==> src/rtl/imm_pkg.sv <==
// Shared definitions for the immediate-expansion stage: format select encodings
// and the default datapath width.
package imm_pkg;

  localparam int XLEN_DEFAULT = 32;

  typedef enum logic [2:0] {
    SEL_I = 3'b000,
    SEL_J = 3'b001,
    SEL_U = 3'b010,
    SEL_Z = 3'b011,
    SEL_S = 3'b100,
    SEL_B = 3'b111
  } imm_sel_e;

endpackage

==> src/rtl/imm_expand.sv <==
// Combinational RISC-V immediate expansion from instruction word and format select.
// Optional feature: define IMM_STAGE_ZIMM_EN to decode select 011 as the CSR zimm.
module imm_expand
  import imm_pkg::*;
#(
  parameter int XLEN = XLEN_DEFAULT
) (
  input  logic [31:0]     instr,
  input  logic [2:0]      sel,
  output logic [XLEN-1:0] imm,
  output logic            illegal
);

  // Every format is first built as a 32-bit signed value, then widened once.
  logic signed [31:0] imm32;

  // NOTE: every combinational output gets a default first, so no path can infer a latch.
  always_comb begin
    imm32   = '0;
    illegal = 1'b0;
    case (sel)
      SEL_I: imm32 = {{20{instr[31]}}, instr[31:20]};
      SEL_J: imm32 = {{12{instr[31]}}, instr[19:12], instr[20], instr[30:21], 1'b0};
      SEL_U: imm32 = {instr[31:12], 12'h000};
      SEL_S: imm32 = {{20{instr[31]}}, instr[31:25], instr[11:7]};
      SEL_B: imm32 = {{20{instr[31]}}, instr[7], instr[30:25], instr[11:8], 1'b0};
`ifdef IMM_STAGE_ZIMM_EN
      // Bit 31 is zero here, so the sign extension below is a zero extension.
      SEL_Z: imm32 = {27'd0, instr[19:15]};
`endif
      default: illegal = 1'b1;
    endcase
  end

  assign imm = XLEN'(imm32);

endmodule

==> src/rtl/imm_stage.sv <==
// Immediate-expansion pipeline stage: one output register plus one skid entry,
// valid/ready on both sides. Optional macro IMM_STAGE_ZIMM_EN enables the zimm format.
module imm_stage
  import imm_pkg::*;
#(
  parameter int XLEN  = XLEN_DEFAULT,
  parameter int TAG_W = 4
) (
  input  logic             clk,
  input  logic             rst,
  input  logic             flush,
  input  logic             in_valid,
  output logic             in_ready,
  input  logic [31:0]      in_instr,
  input  logic [2:0]       in_sel,
  input  logic [XLEN-1:0]  in_pc,
  input  logic [TAG_W-1:0] in_tag,
  output logic             out_valid,
  input  logic             out_ready,
  output logic [XLEN-1:0]  out_imm,
  output logic [XLEN-1:0]  out_target,
  output logic [TAG_W-1:0] out_tag,
  output logic             out_illegal
);

  typedef struct packed {
    logic [XLEN-1:0]  imm;
    logic [XLEN-1:0]  target;
    logic [TAG_W-1:0] tag;
    logic             illegal;
  } entry_t;

  logic [XLEN-1:0] exp_imm;
  logic            exp_illegal;
  entry_t          incoming;
  entry_t          main_q;
  entry_t          skid_q;
  logic            main_valid;
  logic            skid_valid;
  logic            accept;
  logic            main_free;

  imm_expand #(.XLEN(XLEN)) u_expand (
    .instr   (in_instr),
    .sel     (in_sel),
    .imm     (exp_imm),
    .illegal (exp_illegal)
  );

  assign incoming = '{imm: exp_imm, target: in_pc + exp_imm, tag: in_tag, illegal: exp_illegal};

  // Depends only on the skid flag and reset, never on out_ready, so the
  // upstream ready path is cut at this stage.
  assign in_ready  = !skid_valid && !rst;
  assign accept    = in_valid && in_ready;
  assign main_free = !main_valid || out_ready;

  // NOTE: state registers use non-blocking assignments so every flop samples pre-edge values.
  always_ff @(posedge clk) begin
    if (rst) begin
      main_valid <= 1'b0;
      skid_valid <= 1'b0;
      main_q     <= '0;
    end else if (flush) begin
      main_valid <= 1'b0;
      skid_valid <= 1'b0;
    end else if (main_free) begin
      if (skid_valid) begin
        main_q     <= skid_q;
        main_valid <= 1'b1;
        skid_valid <= 1'b0;
      end else if (accept) begin
        main_q     <= incoming;
        main_valid <= 1'b1;
      end else begin
        main_valid <= 1'b0;
      end
    end else if (accept) begin
      skid_valid <= 1'b1;
    end
  end

  // NOTE: the skid payload is qualified by skid_valid, so it needs no reset.
  always_ff @(posedge clk) begin
    if (!main_free && accept) begin
      skid_q <= incoming;
    end
  end

  assign out_valid   = main_valid;
  assign out_imm     = main_q.imm;
  assign out_target  = main_q.target;
  assign out_tag     = main_q.tag;
  assign out_illegal = main_q.illegal;

endmodule

==> config.mk <==
export PLATFORM = sky130hd
export DESIGN_NAME = imm_stage
export DESIGN_NICKNAME = d
export VERILOG_FILES = /design/src/rtl/imm_pkg.sv /design/src/rtl/imm_expand.sv /design/src/rtl/imm_stage.sv
export SDC_FILE = /design/constraint.sdc
export NUM_CORES = 1
export LEC_CHECK = 0
export BUFFER_PORTS_ARGS = -buffer_cell sky130_fd_sc_hd__buf_4
export CAP_MARGIN = 10
export CORE_ASPECT_RATIO = 1.75
export CORE_MARGIN = 5
export CORE_UTILIZATION = 52
export CTS_CLUSTER_DIAMETER = 80
export DETAILED_ROUTE_END_ITERATION = 10
export PLACE_DENSITY = 0.76
export SLEW_MARGIN = 15
export SYNTH_ARGS = -nofsm -noshare
export SYNTH_HDL_FRONTEND = slang
export SYNTH_SLANG_ARGS = --single-unit
==> constraint.sdc <==
create_clock -name clk -period 6.2 [get_ports clk]
set_input_delay 1.24 -clock clk [delete_from_list [all_inputs] [get_ports clk]]
set_output_delay 1.24 -clock clk [all_outputs]
set_load 0.02 [all_outputs]
==> impl_metrics.yaml, run 1 <==
timing:
  fmax_ghz: 0.191
  setup_violations: 0
  rsz0062_at_grt: "no"
  clock_skew_ps: 12.9
  finalHoldViolCount: 0
  tightest_slew_ps: 1080
  fin_crit_ps: 5240
  slew_headroom_pct: 28.0
  slew_violations: 0
  setup_tns_ps: 0
  finalCritPeriodShare_pct: 84.5
critical_path:
  cpMostUsedCell: "inv_1"
  path_buf_inv: 4
  path_delay_family: "adder cells"
  reg2reg_depth: 5
  critical_path_arrival_ps: 5580
  start_kind: "input pin"
  r2r-end: "out_target[15]"
  worst-r2r-setup-slack_ps: 3370
  required_ps: 6530
  cp-endpoint: "out_target[14]"
  max_stage_delay_ps: 730
  crit_fanout: 17
  crit_chain: "buf_4 > inv_1 > fa_1 > inv_1 > a31oi_1 > nor3_1 > ha_1 > inv_1 > fa_1 > and2b_1 > o2111ai_1 > a211oi_2 > o21ai_0 > xnor2_1 > mux2i_1 > a211oi_1"
  path_class: "input pin to flop"
  critPathSlowestCell: "fa_1"
  crit_path_end_kind: "flop"
  worst_r2r_startpoint: "skid_valid"
  crit_cells: 16
  startpoint: "in_sel[0]"
drt:
  vias_per_cell: 5.99
  dr.pass1.iters: 7
  antenna_left: 0
  wl_per_cell_um: 20.6
  vias: 6474
  routed_wirelength_um: 22300
  drt-initial-drc-count: 327
  drc: 0
worst_hold_path:
  min_path_type: "flop to flop"
clock_network:
  post_cts_resized: 0
  clk_pin_slew_worst_paths_ps: 70
  numCtsBuffers: 17
  cts_max_path_buffers: 2
  clk_latency_ps: 430
  cts_hold_buf: 0
  cts_tree: "done"
  cts_setup_buffers: 0
  clock_tree.root_cell: "clkbuf_16"
  cts_max_level: 4
  clkSinkCount: 140
place:
  placed_cells: 1049
  placed_area_um2: 8560
  dp_hpwl_um: 16400
  portBuffers: 139
  gp_congestion: 0.943
finish:
  multiInputGateArea_um2: 3680
  final_core_util_pct: 65.5
  fin_area_um2: 9160
  drive_above_1_share_pct: 21.2
  syn_to_final_growth_pct: 23.5
  nets: 1000
  instances_no_fill: 1081
  num-fill-cells: 1179
  regArea_um2: 3500
  antennaDiodeCount: 0
floorplanning:
  die_y_um: 168
  die_width_um: 100
  io_pins: 147
  rows: 57
  start_util_pct: 53.1
  dieArea_um2: 16800
  fp.coreArea_um2: 14000
pwr:
  peakVddDrop_mv: 0.179
  power.density_nw_per_um2: 281
  leakagePower_nw: 3.65
grt:
  antenna_found_initial: 2
  grt_overflow: 0
  grtUsageTotal_pct: 26.5
  grt_pass1_wl_um: 34900
  grt_pass1_vias: 6664
  grt_max_degree: 65
yosys:
  syn_area_um2: 7420
  synth_edf_count: 69
  yosysWarnings: 0
  yosysSeqAreaShare_pct: 47.1
  syn_inst: 775
  synthFlopType: "dfxtp_1"
  synthArstFlopShare_pct: 0
  synth_seq_cells: 140
  synth.distinct_cells: 58
  synth.net_count: 884
  syn-mean-instance-area_um2: 9.57
run:
  drv_cap: 0
run_status:
  outcome: "completed"
layer usage:
layer  wire length (um)  track usage, %  vias to the layer above
met5                 13               0                        -
met4                660            10.0                        2
met3               1370            5.30                       48
met2              12000            48.1                      256
met1               8250            30.0                     3059
li1                   -               -                     3109
report_power, final:
part           switching [W]  leakage, nW  internal, W
clock               0.000463        0.284     0.000575
sequential         0.0000136         1.22      0.00101
combinational       0.000313         2.14     0.000193
Yosys cell counts, drive strengths merged, types with 2 or more instances:
cell / count / area [um2]
o21ai: 42 / 210
nand3: 7 / 35.0
fa: 2 / 40.0
o2bb2ai: 7 / 61.3
inv: 13 / 48.8
a211oi: 25 / 198
or3: 2 / 12.5
xor2: 11 / 96.3
a21oi: 75 / 375
a211o: 2 / 17.5
nor2: 62 / 235
a311oi: 2 / 17.5
nand4: 7 / 43.8
o21a: 12 / 90.1
and2: 7 / 43.8
clkbuf: 34 / 128
nor2b: 4 / 25.0
xnor2: 19 / 166
a41oi: 3 / 26.3
nand2b: 22 / 138
ha: 31 / 388
a32oi: 4 / 35.0
a31o: 2 / 17.5
o211ai: 24 / 180
and3: 10 / 62.6
dfxtp: 71 / 1420
o21bai: 5 / 37.5
a21o: 15 / 113
nand2: 80 / 300
nor3: 23 / 125
nor3b: 8 / 60.1
mux2i: 27 / 270
a31oi: 12 / 75.1
o31ai: 2 / 15.0
buf: 16 / 73.8
edfxtp: 69 / 2070
through the flow:
step                setup WS [ps]  total power, W  hold slack (ps)
finish                        958         0.00257              459
global route                  781         0.00268              475
CTS                          1090         0.00258              458
detailed placement            684         0.00154              449
global placement              789         0.00153              442
floorplan                    1450         0.00137              467
kinds of logic (layout without fill, tap and decap cells):
family                   count (synthesis)  count (layout)  synth area share, %
XOR/XNOR                                30              30                 3.54
multiplexers                            28              28                 3.80
adder cells (fa/ha/maj)                 33              33                 5.77
AO/OA/AOI/OAI                          245             245                 21.4
flip-flops                             140             140                 47.1
buffers and inverters                   63             192                 3.37
AND/OR/NAND/NOR                        236             236                 15.0
worst min-delay path, stage by stage, from the launching register on:
cell and delay, ps:
dfxtp_1 310, nand2_1 50, a21oi_1 50
registers in the layout (all words and copies together) (netlist names):
register / cells
out_tag: 4
skid_valid: 1
skid_q: 69
out_imm: 32
out_target: 32
out_valid: 1
out_illegal: 1
cell type report:
cell class,count,share of cell area (%)
multi-input combinational,572,40.2
sequential,140,38.2
timing repair buffer,147,12.2
clock buffer,17,4.65
tap,177,2.42
clock inverter,15,1.84
inverter,13,0.533
worst min path at each step:
stage | start | endpoint | slack (ps) | depth (start not counted)
floorplan | skid_q[25] | out_target[20] | 470 | 2
global placement | out_imm[11] | out_imm[11] | 440 | 2
detailed placement | out_imm[13] | out_imm[13] | 450 | 2
CTS | out_imm[13] | out_imm[13] | 460 | 2
global route | out_imm[14] | out_imm[14] | 470 | 2
finish | out_imm[16] | out_imm[16] | 460 | 2
cell usage in the layout, fill, tap and decap left out, types with 7 or more instances in the layout:
master | synthesis | final
nor2_1 | 61 | 61
nor3b_1 | 8 | 8
ha_1 | 31 | 31
nand2_1 | 80 | 80
and3_1 | 10 | 9
and2_1 | 7 | 7
mux2i_1 | 27 | 27
clkbuf_16 | 0 | 17
a21oi_1 | 75 | 75
nand3_1 | 7 | 7
edfxtp_1 | 69 | 69
o2bb2ai_1 | 7 | 7
nand4_1 | 7 | 7
xor2_1 | 11 | 11
o21ai_0 | 42 | 42
xnor2_1 | 19 | 19
o21a_1 | 12 | 12
a21o_1 | 15 | 15
nor3_1 | 21 | 20
o211ai_1 | 24 | 24
a31oi_1 | 12 | 12
inv_1 | 13 | 13
dfxtp_1 | 71 | 70
nand2b_1 | 22 | 22
a211oi_1 | 23 | 23
buf_4 | 0 | 146
Note: power is estimated with default switching activity, not from simulation.
==> inputs of run 2 (changes only) <==
==> constraint.sdc (replaced) <==
create_clock -name clk -period 4.9 [get_ports clk]
set_input_delay 0.98 -clock clk [delete_from_list [all_inputs] [get_ports clk]]
set_output_delay 0.98 -clock clk [all_outputs]
set_load 0.02 [all_outputs]
==> run 2 against run 1 <==
Against the previous run:
- non-clock buffer count increased by 19
- combinational power increased by 31%
- worst setup slack got worse by 480 ps
- hold slack got worse by 5.2 ps
- via count rose by 0.91%
- sequential power grew 27%
- register-to-register slack worse by 1100 ps
- final area is 1.9% higher
- power grew 29%
- highest routed layer is now met4
==> impl_metrics.yaml, run 2 (same netlist as run 1, synthesis figures left out) <==
run_status:
  outcome: "completed"
pwr:
  peakVddDrop_mv: 0.223
  leakagePower_nw: 3.75
  power.density_nw_per_um2: 356
drt:
  wl_met1_um: 8490
  wl_met3_um: 1190
  antenna_left: 0
  vias_per_cell: 5.94
  vias: 6533
  drc: 0
  wl_met2_um: 12000
  routed_wirelength_um: 22300
  dr.pass1.iters: 5
  drt-initial-drc-count: 374
  wl_per_cell_um: 20.3
  highest_layer: "met4"
finish:
  antennaDiodeCount: 0
  fin_area_um2: 9330
  top_register: "skid_q"
  nets: 1019
  drive_above_1_share_pct: 22.9
  syn_to_final_growth_pct: 25.8
  final_core_util_pct: 66.7
  largest_reg_flops: 69
  final_common_cell: "buf_4"
  layout_common_cells: "buf_4 (165), nand2_1 (80), a21oi_1 (75)"
  num-fill-cells: 1159
place:
  portBuffers: 139
  placed_area_um2: 8710
  gp_congestion: 0.926
  dp_hpwl_um: 16800
floorplanning:
  rows: 57
  fp.coreArea_um2: 14000
  die_width_um: 100
  die_y_um: 168
  io_pins: 147
  start_util_pct: 53.1
  dieArea_um2: 16800
timing:
  rsz0062_at_grt: "no"
  fmax_ghz: 0.226
  setup_tns_ps: 0
  clock_skew_ps: 7.89
  finalCritPeriodShare_pct: 90.2
  fin_crit_ps: 4420
  tightest_slew_ps: 1060
  finalHoldViolCount: 0
  slew_headroom_pct: 28.7
  slew_violations: 0
  setup_violations: 0
clock_network:
  clk_latency_ps: 420
  clock_tree.root_cell: "clkbuf_16"
  cts_max_level: 4
  post_cts_resized: 0
  clk_pin_slew_worst_paths_ps: 70
  cts_setup_buffers: 0
  numCtsBuffers: 17
  cts_max_path_buffers: 2
  cts_tree: "done"
  cts_hold_buf: 0
  clkSinkCount: 140
run:
  drv_cap: 0
critical_path:
  path_class: "input pin to flop"
  start_kind: "input pin"
  crit_fanout: 8
  critical_path_arrival_ps: 4760
  crit_path_end_kind: "flop"
  required_ps: 5240
grt:
  grtUsageTotal_pct: 26.9
  grt_pass1_wl_um: 35200
  antenna_found_initial: 0
  grt_max_degree: 70
  grt_pass1_vias: 6648
  grt_overflow: 0
worst_hold_path:
  min_path_type: "flop to flop"
[run 2: cell types whose count changed in the layout (fill, tap and decap cells not counted)]
cell        before  now
inv_8            5    4
buf_4          146  165
bufinv_16        1    2
clkinvlp_4       3    2
clkinv_8         1    2
[run 2: area by class of cell]
cell class | instances | area [um2] | area share, %
clock buffers | 17 | 425 | 4.56
clock inverters | 15 | 196 | 2.11
inverters | 13 | 48.8 | 0.523
multi-input cells | 572 | 3680 | 39.5
flip-flops and latches | 140 | 3500 | 37.5
well taps | 177 | 221 | 2.37
repair buffers | 166 | 1260 | 13.5
[run 2: per-stage QoR]
step / hold WS [ps] / power (W) / setup slack (ps) / cells
finish: 453 / 0.00332 / 479 / 1100
global route: 471 / 0.00346 / 171 / 1100
CTS: 455 / 0.00334 / 518 / 1100
detailed placement: 445 / 0.00197 / 81.4 / 1068
global placement: 443 / 0.00196 / 183 / 1068
floorplan: 467 / 0.00173 / 414 / 775
[run 2: where the power goes]
group	switching [W]	total (W)	internal, W
logic	0.000402	0.000662	0.000259
registers	0.0000165	0.00130	0.00128
clock network	0.000580	0.00136	0.000780
total	0.000998	0.00332	0.00232
[run 2: path summary, 6_finish.rpt]
| path | endpoint | cells after the start | slack, ps | start |
|---|---|---|---|---|
| setup / recovery | out_target[14] | 17 | 480 | in_sel[0] |
| hold / removal | out_imm[27] | 2 | 450 | out_imm[27] |
| setup reg to reg | out_target[15] | 5 | 2260 | skid_valid |
| hold reg to reg | out_imm[27] | 2 | 450 | out_imm[27] |
[run 2: per-layer routing]
layer  global-route usage (%)  up-vias
met5                        0        -
met4                     9.85        0
met3                     4.43       41
met2                     48.8      238
met1                     31.2     3131
li1                         -     3123
[run 2: worst max-delay path, stage by stage]
cell and delay [ps]:
buf_4 150, inv_1 110, fa_1 540, inv_1 100
a31oi_1 70, nor3_1 150, buf_4 170, ha_1 190
inv_1 70, fa_1 410, and2b_1 240, o2111ai_1 210
a211oi_2 380, o21ai_0 280, xnor2_1 330, mux2i_1 120
a211oi_1 250
==> inputs of run 3 (changes only) <==
--- a/config.mk
+++ b/config.mk
@@ -5,14 +5,13 @@
 export SDC_FILE = /design/constraint.sdc
 export NUM_CORES = 1
 export LEC_CHECK = 0
-export BUFFER_PORTS_ARGS = -buffer_cell sky130_fd_sc_hd__buf_4
-export CAP_MARGIN = 10
 export CORE_ASPECT_RATIO = 1.75
-export CORE_MARGIN = 5
+export CORE_MARGIN = 3
 export CORE_UTILIZATION = 52
 export CTS_CLUSTER_DIAMETER = 80
 export DETAILED_ROUTE_END_ITERATION = 10
-export PLACE_DENSITY = 0.76
+export DONT_BUFFER_PORTS = 1
+export PLACE_DENSITY = 0.67
 export SLEW_MARGIN = 15
 export SYNTH_ARGS = -nofsm -noshare
 export SYNTH_HDL_FRONTEND = slang
==> run 3 against run 2 <==
Against the previous run:
- final area down 12%
- first-iteration DRC count down 8.8%
- global-route usage about the same
- core utilization down 7.8 points
- largest cell class unchanged
- clock skew up 2.1 ps
- combinational power down 22%
- die area down 6.3%
==> impl_metrics.yaml, run 3 (same netlist as run 1, synthesis figures left out) <==
grt:
  antenna_found_initial: 0
  grt_pass1_vias: 5853
  grt_pass1_wl_um: 31800
  grt_max_degree: 89
  grt_overflow: 0
  grtUsageTotal_pct: 26.8
pwr:
  power.density_nw_per_um2: 385
  p_clk_share_pct: 41.3
  power_switching_w: 0.000954
  p_comb_share_pct: 16.5
  sw_frac_of_total_pct: 30.2
  leakagePower_nw: 3.00
  peakVddDrop_mv: 0.282
  seqPwrFrac_pct: 42.2
  intPower_w: 0.00220
clock_network:
  clk_pin_slew_worst_paths_ps: 70
  cts_setup_buffers: 0
  cts_max_path_buffers: 2
  cts_tree: "done"
  clock_tree.root_cell: "clkbuf_16"
  clk_latency_ps: 420
  numCtsBuffers: 17
  clkSinkCount: 140
  post_cts_resized: 0
  cts_hold_buf: 0
  cts_max_level: 4
timing:
  finalHoldViolCount: 0
  finalCritPeriodShare_pct: 89.6
  slew_violations: 0
  fin_crit_ps: 4390
  setup_tns_ps: 0
  slew_headroom_pct: 34.8
  rsz0062_at_grt: "no"
  setup_violations: 0
  fmax_ghz: 0.228
  tightest_slew_ps: 978
  clock_skew_ps: 10.0
critical_path:
  critical_path_arrival_ps: 4710
  cp-endpoint: "out_target[27]"
  path_class: "input pin to flop"
  crit_fanout: 15
  worst_r2r_startpoint: "skid_valid"
  startpoint: "in_sel[0]"
  reg2reg_depth: 5
  worst-r2r-setup-slack_ps: 2310
  r2r-end: "out_target[8]"
  start_kind: "input pin"
  required_ps: 5220
  crit_path_end_kind: "flop"
finish:
  antennaDiodeCount: 0
  instances_no_fill: 954
  final_common_cell: "nand2_1"
  top_register: "skid_q"
  largest_reg_flops: 69
  layout_common_cells: "nand2_1 (80), a21oi_1 (75), dfxtp_1 (70)"
  syn_to_final_growth_pct: 10.5
  nets: 873
  fin_area_um2: 8190
  drive_above_1_share_pct: 8.37
floorplanning:
  fp.coreArea_um2: 13900
  rows: 57
  dieArea_um2: 15800
  die_width_um: 96.3
  start_util_pct: 53.3
  die_y_um: 164
  io_pins: 147
drt:
  routed_wirelength_um: 20800
  drc: 0
  drt-initial-drc-count: 341
  vias: 5968
  wl_per_cell_um: 21.9
  antenna_left: 0
  dr.pass1.iters: 6
  vias_per_cell: 6.26
place:
  gp_congestion: 0.924
  portBuffers: 0
  placed_area_um2: 7600
  dp_hpwl_um: 15200
  placed_cells: 922
run:
  drv_cap: 0
worst_hold_path:
  min_path_type: "flop to flop"
run_status:
  outcome: "completed"
==> run 3: area by class of cell <==
class	instances	area, um2
well taps	177	221
multi-input cells	572	3680
clock buffers	17	425
flip-flops and latches	140	3500
repair buffers	20	150
clock inverters	15	170
fillers	1247	5710
inverters	13	48.8
==> run 3: stage by stage <==
step           total power, W  utilization (%)  hold WS (ps)  worst slack, ps
2_1_floorplan         0.00173                -           467              414
3_3_place_gp          0.00186             54.6           489              227
3_5_place_dp          0.00187             54.6           503              140
4_1_cts               0.00318             58.9           520              535
5_1_grt               0.00328             58.9           554              321
6_report              0.00315             58.9           526              509
==> run 3: how the worst min path moves through the flow <==
stage	to	depth (start not counted)	from
CTS	out_target[20]	2	skid_q[25]
finish	out_target[20]	2	skid_q[25]
global placement	out_target[20]	2	skid_q[25]
global route	out_target[20]	2	skid_q[25]
floorplan	out_target[20]	2	skid_q[25]
detailed placement	out_target[20]	2	skid_q[25]
==> run 3: worst max-delay path, stage by stage <==
cell	delay [ps]
inv_1	60
fa_1	600
buf_4	240
nor2_1	70
a21oi_1	370
inv_1	160
ha_1	320
a211oi_1	470
o41ai_1	150
a31o_2	270
o21ai_0	370
buf_4	190
o21ai_0	90
xor2_1	180
o21a_1	200
==> run 3: routing by layer <==
layer | global-route usage [%] | up-vias | part of all wire, %
met5 | 0 | - | 0
met4 | 12.7 | 0 | 4.4
met3 | 6.87 | 48 | 7.2
met2 | 45.6 | 249 | 51
met1 | 30.8 | 2843 | 37
li1 | - | 2828 | -
==> run 3: power by group through the flow <==
stage / Sequential, W / Combinational, W / Clock [W]
final: 0.00133 / 0.000519 / 0.00130
after global routing: 0.00133 / 0.000573 / 0.00137
after CTS: 0.00133 / 0.000518 / 0.00133
after detailed placement: 0.00136 / 0.000514 / 0
after global placement: 0.00136 / 0.000504 / 0
after floorplan: 0.00135 / 0.000380 / 0
